### src/rtl/alu4_pkg.sv
// Shared constants, FSM state encoding and ALU op codes for the 4-bit ALU arbiter slice.
package alu4_pkg;

    localparam int unsigned WIDTH     = 4;
    localparam int unsigned OP_WIDTH  = 3;
    localparam int unsigned CNT_WIDTH = 4;

    typedef enum logic [1:0] {
        IDLE    = 2'd0,
        SETTLE  = 2'd1,
        RESPOND = 2'd2
    } state_t;

    localparam logic [OP_WIDTH-1:0] OP_ADD = 3'd0;
    localparam logic [OP_WIDTH-1:0] OP_SUB = 3'd1;
    localparam logic [OP_WIDTH-1:0] OP_AND = 3'd2;
    localparam logic [OP_WIDTH-1:0] OP_OR  = 3'd3;
    localparam logic [OP_WIDTH-1:0] OP_XOR = 3'd4;

endpackage

### src/rtl/rr_arbiter2.sv
// Combinational two-way round-robin grant; ptr=0 favours requester 0 on contention.
module rr_arbiter2 (
    input  logic [1:0] valid,
    input  logic       ptr,
    output logic [1:0] grant
);

    always_comb begin
        grant    = '0;
        grant[0] = valid[0] & (~valid[1] | ~ptr);
        grant[1] = valid[1] & (~valid[0] |  ptr);
    end

endmodule

### src/rtl/alu4_arbiter.sv
// Shares one combinational 4-bit ALU between two requesters: registers operands,
// waits SETTLE_CYCLES for the ripple logic, then returns the tagged result.
module alu4_arbiter
    import alu4_pkg::*;
#(
    parameter int unsigned WIDTH         = alu4_pkg::WIDTH,
    parameter int unsigned OP_WIDTH      = alu4_pkg::OP_WIDTH,
    parameter int unsigned SETTLE_CYCLES = 2
) (
    input  logic                clk,
    input  logic                rst,
    input  logic                req0_valid,
    output logic                req0_ready,
    input  logic [WIDTH-1:0]    req0_a,
    input  logic [WIDTH-1:0]    req0_b,
    input  logic [OP_WIDTH-1:0] req0_op,
    input  logic                req1_valid,
    output logic                req1_ready,
    input  logic [WIDTH-1:0]    req1_a,
    input  logic [WIDTH-1:0]    req1_b,
    input  logic [OP_WIDTH-1:0] req1_op,
    output logic [WIDTH-1:0]    alu_a,
    output logic [WIDTH-1:0]    alu_b,
    output logic [OP_WIDTH-1:0] alu_op,
    input  logic [WIDTH-1:0]    alu_result,
    input  logic                alu_cout,
    output logic                rsp_valid,
    input  logic                rsp_ready,
    output logic                rsp_id,
    output logic [WIDTH-1:0]    rsp_result,
    output logic                rsp_cout
);

    state_t               state;
    logic                 ptr;
    logic [CNT_WIDTH-1:0] cnt;
    logic [1:0]           grant;
    logic                 accept;
    logic [WIDTH-1:0]     sel_a;
    logic [WIDTH-1:0]     sel_b;
    logic [OP_WIDTH-1:0]  sel_op;

    rr_arbiter2 u_rr (
        .valid ({req1_valid, req0_valid}),
        .ptr   (ptr),
        .grant (grant)
    );

    always_comb begin
        req0_ready = (state == IDLE) & grant[0];
        req1_ready = (state == IDLE) & grant[1];
        accept     = req0_ready | req1_ready;
        sel_a      = grant[1] ? req1_a  : req0_a;
        sel_b      = grant[1] ? req1_b  : req0_b;
        sel_op     = grant[1] ? req1_op : req0_op;
    end

    always_ff @(posedge clk or posedge rst) begin
        if (rst) begin
            state      <= IDLE;
            ptr        <= 1'b0;
            cnt        <= '0;
            alu_a      <= '0;
            alu_b      <= '0;
            alu_op     <= '0;
            rsp_valid  <= 1'b0;
            rsp_id     <= 1'b0;
            rsp_result <= '0;
            rsp_cout   <= 1'b0;
        end else begin
            case (state)
                IDLE: begin
                    if (accept) begin
                        alu_a  <= sel_a;
                        alu_b  <= sel_b;
                        alu_op <= sel_op;
                        rsp_id <= grant[1];
                        cnt    <= CNT_WIDTH'(SETTLE_CYCLES - 1);
                        // Next contention favours whoever was not granted now.
                        ptr    <= grant[0];
                        state  <= SETTLE;
                    end
                end
                SETTLE: begin
                    if (cnt == '0) begin
                        rsp_result <= alu_result;
                        rsp_cout   <= alu_cout;
                        rsp_valid  <= 1'b1;
                        state      <= RESPOND;
                    end else begin
                        cnt <= cnt - CNT_WIDTH'(1);
                    end
                end
                RESPOND: begin
                    if (rsp_ready) begin
                        rsp_valid <= 1'b0;
                        state     <= IDLE;
                    end
                end
                default: state <= IDLE;
            endcase
        end
    end

endmodule

### config.mk
export PLATFORM = sky130hd
export DESIGN_NAME = alu4_arbiter
export DESIGN_NICKNAME = d
export VERILOG_FILES = /design/src/rtl/alu4_pkg.sv /design/src/rtl/rr_arbiter2.sv /design/src/rtl/alu4_arbiter.sv
export SDC_FILE = /design/constraint.sdc
export NUM_CORES = 1
export LEC_CHECK = 0
export ABC_AREA = 1
export BUFFER_PORTS_ARGS = -buffer_cell sky130_fd_sc_hd__buf_2
export CORE_MARGIN = 1
export CORE_UTILIZATION = 48
export CTS_CLUSTER_SIZE = 12
export DETAILED_ROUTE_END_ITERATION = 7
export GPL_TIMING_DRIVEN = 0
export PLACE_DENSITY = 0.85
export SETUP_SLACK_MARGIN = 0.2
export SLEW_MARGIN = 20
export SYNTH_ARGS = -nofsm -noshare
export SYNTH_HDL_FRONTEND = slang
export SYNTH_SLANG_ARGS = --single-unit
### constraint.sdc
create_clock -name clk -period 1.75 [get_ports clk]
set_clock_uncertainty 0.05 [all_clocks]
set_input_delay 0.2625 -clock clk [delete_from_list [all_inputs] [get_ports clk]]
set_output_delay 0.2625 -clock clk [all_outputs]
set_load 0.005 [all_outputs]
==> Word-level counts from Yosys, hierarchy flattened <==
Index checks and enable logic that the tools add are counted.
{ "word_totals": {"regBits": 25, "output_inout_bits": 20, "inputBits": 32} }
{ "op_classes": {"eq_ne": 6, "bitwise": 10, "reduce_logical": 9, "muxes": 13, "n_addsub": 1} }
{ "op_table": {"columns": ["operator", "n"], "rows": [
  ["2-to-1 mux 4 bit", 4],
  ["AND reduction 3 bit", 3],
  ["!= test 2 bit, second input constant", 4],
  ["case mux 4 bit (2 select lines)", 1],
  ["2-to-1 mux 2 bit", 3],
  ["case mux 2 bit (3 select lines)", 1],
  ["AND 1 bit", 4],
  ["zero test 4 bit", 1],
  ["AND reduction 2 bit", 2],
  ["nonzero test 2 bit", 2],
  ["subtractor 4 x 1 -> 4 bit, second input constant", 1],
  ["2-to-1 mux 3 bit", 1],
  ["inverter 1 bit", 3],
  ["OR 1 bit", 3],
  ["equality test 2 x 1 -> 1 bit, second input constant", 1],
  ["equality test 2 bit, second input constant", 1],
  ["zero test 2 bit", 1],
  ["2-to-1 mux 1 bit", 2],
  ["case mux 1 bit (2 select lines)", 1]
]} }

==> Longest topological paths before layout <==
{ "logic_depth": {"ltp_word": 7, "mapped_depth": 8} }

==> Hierarchy <==
Synthesis repeated with hierarchy kept, for this count alone.
{ "unflattened": {"cells_unflattened": 151, "area_unflattened_um2": 1251.2} }
{ "modules_own_cells": {"columns": ["module", "cells_each", "area_each_um2", "seq_area_each_um2", "n_inst"], "rows": [
  ["alu4_arbiter", 146, 1231.2, 625.6, 1],
  ["rr_arbiter2", 5, 20.0, 0.0, 1]
]} }

==> Worst setup path after synthesis <==
OpenSTA, ideal clock, no wires.
{ "synth_timing": {"path_type": "reg-to-reg", "start": "register state[1]", "end": "register alu_a[0]", "setup_ps": 116, "path_slack_ps": 520, "required_time_ps": 1584, "n_path_buf": 1, "path_stages_with_launch": 8, "t_arrival_ps": 1064, "cell_sequence": "dfrtp_1 nor2_4 nand3_2 nand2_4 inv_4 buf_8 nand2_1 nand2_1"} }
{ "synth_via": {"elab_chain_len": 4, "elab_cells_between_ends": 5, "cone_classes": "bitwise: 3; reduce/logical: 2"} }
{ "synth_lines": {"columns": ["item", "line_no", "source"], "rows": [
  ["start, declared", "alu4_arbiter.sv:34", "state_t state;"],
  ["start signal, assigned", "alu4_arbiter.sv:60", "state <= IDLE;"],
  ["start signal, assigned", "alu4_arbiter.sv:81", "state <= SETTLE;"],
  ["start signal, assigned", "alu4_arbiter.sv:89", "state <= RESPOND;"],
  ["zero test 2 bit *", "alu4_arbiter.sv:50, alu4_arbiter.sv:51, alu4_arbiter.sv:71", null],
  ["AND 1 bit (on tied branches)", "alu4_arbiter.sv:50, alu4_arbiter.sv:51", null],
  ["OR 1 bit", "alu4_arbiter.sv:52", "accept = req0_ready | req1_ready;"],
  ["AND reduction 2 bit (no source line) *", null, null],
  ["end signal, assigned", "alu4_arbiter.sv:74", "alu_a <= sel_a;"],
  ["end, declared", "alu4_arbiter.sv:22", "output logic [WIDTH-1:0] alu_a,"]
]} }
Every way passes the cells marked *; elsewhere a longest branch is shown, timed or not.
A chain may end at the register's enable or synchronous reset.

==> Worst setup path in the final report <==
{ "layout_timing": {"start": "register state[0]", "end": "output req1_ready"} }
{ "layout_via": {"elab_chain_len": 2} }
{ "layout_lines": {"columns": ["item", "line_no", "source"], "rows": [
  ["zero test 2 bit", "alu4_arbiter.sv:51", "req1_ready = (state == IDLE) & grant[1];"],
  ["AND 1 bit", "alu4_arbiter.sv:51", null],
  ["end, declared", "alu4_arbiter.sv:18", "output logic req1_ready,"]
]} }
Every way passes these cells.

==> results.sh <==
export IMPL_fmax_mhz=654
export IMPL_final_setup_viol_count=0
export IMPL_final_antenna_net_count=0
export IMPL_final_common_cell="nand2_1"
export IMPL_htreeDepth=1
export IMPL_worstPathArrival_ps=1220
export IMPL_grtUsageTotal_pct=20.9
export IMPL_vias=1255
export IMPL_status="finished clean"
export IMPL_hold_path_class="primary input to async pin"
export IMPL_finalHoldViolations=0
export IMPL_dp_hpwl_um=2020
export IMPL_max_vdd_ir_drop_v=0.000946
export IMPL_switchingPower_mw=1.08
export IMPL_die_h_um=54.3
export IMPL_holdWs_ps=73.6
export IMPL_clk_pin_slew_worst_paths_ps=140
export IMPL_clock_path_buffers=2
export IMPL_path_cells="nor2_4 -> nand3_4 -> inv_2 -> buf_2"
export IMPL_cts_buffers=3
export IMPL_finalCriticalPeriod_ps=1530
export IMPL_clock_power_share_pct=10.1
export IMPL_core_area_um2=2520
export IMPL_vias_per_cell=4.86
export IMPL_ctsHoldBuffers=0
export IMPL_crit_type="flip-flop to output port"
export IMPL_syn_cell_area_um2=1310
export IMPL_grt_overflow_total=0
export IMPL_ctsRootBufferMaster="clkbuf_4"
export IMPL_syn_avg_cell_area_um2=7.73
export IMPL_crit_family="flip-flops"
export IMPL_regToRegSetupSlack_ps=340
export IMPL_synthToLayoutAreaGrowth_pct=27.3
export IMPL_register_area_um2=627
export IMPL_endpoint_kind="output port"
export IMPL_slew_headroom_pct=37.5
export IMPL_p_int_mw=1.51
export IMPL_synth_distinct_cells=20
export IMPL_power_frac_comb_pct=51.4
export IMPL_rsz0062_at_grt="yes"
export IMPL_grt_pass1_vias=1047
export IMPL_finalPower_mw=2.59
export IMPL_slowest_delay_ps=430
export IMPL_wirelength_um=2710
export IMPL_cp_slowest_cell="dfrtp_1"
export IMPL_netlist_instances=170
export IMPL_grt_pass1_wl_um=4420
export IMPL_seq_power_share_pct=38.5
export IMPL_slew_violations=0
export IMPL_p_leak_nw=1.01
export IMPL_antenna_found_initial=0
export IMPL_firstDrtPassIters=4
export IMPL_path_buf_inv=2
export IMPL_fp_dieW_um=54.3
export IMPL_cts_tree="done"
export IMPL_instances_no_fill=258
export IMPL_start_util_pct=52.1
export IMPL_port_buffer_count=51
export IMPL_crit_path_start_kind="flip-flop"
export IMPL_drt_iter0_drc=13
export IMPL_power_density_nw_per_um2=1550
export IMPL_drv_cap=0
export IMPL_gp_congestion=0.804
export IMPL_final_layout_size_suffix_gt1_share_pct=34.2
export IMPL_worstMarginPinSlew_ps=937
export IMPL_grt_max_degree=26
export IMPL_rr_startpoint="state[0]$_DFFE_PP0P_"
export IMPL_yosysWarnings=0
export IMPL_wl_per_cell_um=10.5
export IMPL_clk_latency_ps=320
export IMPL_drc_errors=0
export IMPL_path_max_fanout=4
export IMPL_num_antenna_cells=0
export IMPL_seq_area_frac_synth_pct=47.6
export IMPL_placed_cells=251
export IMPL_switching_share_pct=41.7
export IMPL_clock_sinks=25
export IMPL_pin_count=52
export IMPL_layout_common_cells="nand2_1, buf_2, dfrtp_1"
export IMPL_multi_input_area_um2=593
export IMPL_dieArea_um2=2950
export IMPL_r2r_end="alu_a[3]$_DFFE_PP0P_"
export IMPL_r2r_cells=8
export IMPL_syn_nets=204
export IMPL_fillers=229
export IMPL_synth_seq_cells=25
export IMPL_final_net_count=263
export IMPL_fin_crit_sh_pct=87.3
export IMPL_num_rows=18
export IMPL_tns_ps=0
export IMPL_cp_required_ps=1440
power by group through the flow:
| stage | registers [mW] | clock network, mW | logic, mW |
|---|---|---|---|
| detailed placement | 1.01 | 0 | 1.28 |
| global placement | 1.01 | 0 | 1.26 |
| CTS | 0.999 | 0.267 | 1.35 |
| global route | 1.03 | 0.293 | 1.54 |
| finish | 0.997 | 0.261 | 1.33 |
| floorplan | 1.03 | 0 | 0.862 |
worst max-delay path by stage:
| stage | start | end | slack [ps] | depth (start not counted) |
|---|---|---|---|---|
| floorplan | state[1]$_DFFE_PP0P_ | alu_a[0]$_DFFE_PP0P_ | 520 | 7 |
| global placement | state[1]$_DFFE_PP0P_ | alu_a[3]$_DFFE_PP0P_ | 420 | 7 |
| detailed placement | state[1]$_DFFE_PP0P_ | alu_b[0]$_DFFE_PP0P_ | 400 | 7 |
| CTS | state[1]$_DFFE_PP0P_ | req1_ready | 190 | 4 |
| global route | state[0]$_DFFE_PP0P_ | req1_ready | 130 | 4 |
| finish | state[0]$_DFFE_PP0P_ | req1_ready | 220 | 4 |
registers in the layout, summed over array words and instances (netlist names):
register / count
state: 2
alu_op: 3
alu_a: 4
cnt: 4
rsp_id: 1
ptr: 1
rsp_valid: 1
rsp_result: 4
alu_b: 4
rsp_cout: 1
area by class of cell:
type	count	area share (%)
buffer	6	2.84
clock buffer	3	1.35
clock inverter	1	0.299
inverter	16	3.74
multi-input combinational	123	35.5
sequential	25	37.5
tap	30	2.24
timing repair buffer	54	16.6
Yosys cell counts:
| cell | instances | area (µm²) |
|---|---|---|
| buf_2 | 2 | 10.0 |
| buf_4 | 1 | 7.51 |
| buf_6 | 1 | 11.3 |
| buf_8 | 1 | 15.0 |
| clkbuf_1 | 1 | 3.75 |
| dfrtp_1 | 25 | 626 |
| ha_1 | 2 | 25.0 |
| inv_1 | 15 | 56.3 |
| inv_4 | 1 | 6.26 |
| nand2_1 | 78 | 293 |
| nand2_2 | 2 | 12.5 |
| nand2_4 | 1 | 11.3 |
| nand3_1 | 20 | 100 |
| nand3_2 | 2 | 20.0 |
| nand4_1 | 2 | 12.5 |
| nor2_1 | 6 | 22.5 |
| nor2_4 | 2 | 22.5 |
| nor3_1 | 1 | 5.00 |
| o21ai_0 | 2 | 10.0 |
| o21ai_2 | 5 | 43.8 |
logic make-up after synthesis:
| kind of cell | after synthesis | share of synthesized area, % |
|---|---|---|
| simple gates | 114 | 38.0 |
| buf+inv | 22 | 8.38 |
| compound gates | 7 | 4.10 |
| fa+ha+maj | 2 | 1.90 |
| flops | 25 | 47.6 |
stage by stage:
stage	util [%]	setup WS, ps	cell area (µm²)
finish	66.3	222	1670
global route	66.3	131	1670
global placement	63.7	416	1610
CTS	66.3	187	1670
detailed placement	63.7	396	1610
floorplan	-	520	1310
layer usage:
metal	vias to the layer above	track usage, %	routed length [µm]
li1	644	-	-
met1	570	25.9	1220
met2	37	36.0	1330
met3	4	3.89	129
met4	0	7.69	23
met5	-	0	0
what timing repair did:
item	4_1_cts	5_1_grt
setup endpoints to repair	2	2
pin swaps	3	2
resized for setup	3	1
buffers inserted	3	0
No activity file was read; power rests on OpenSTA's default activity.
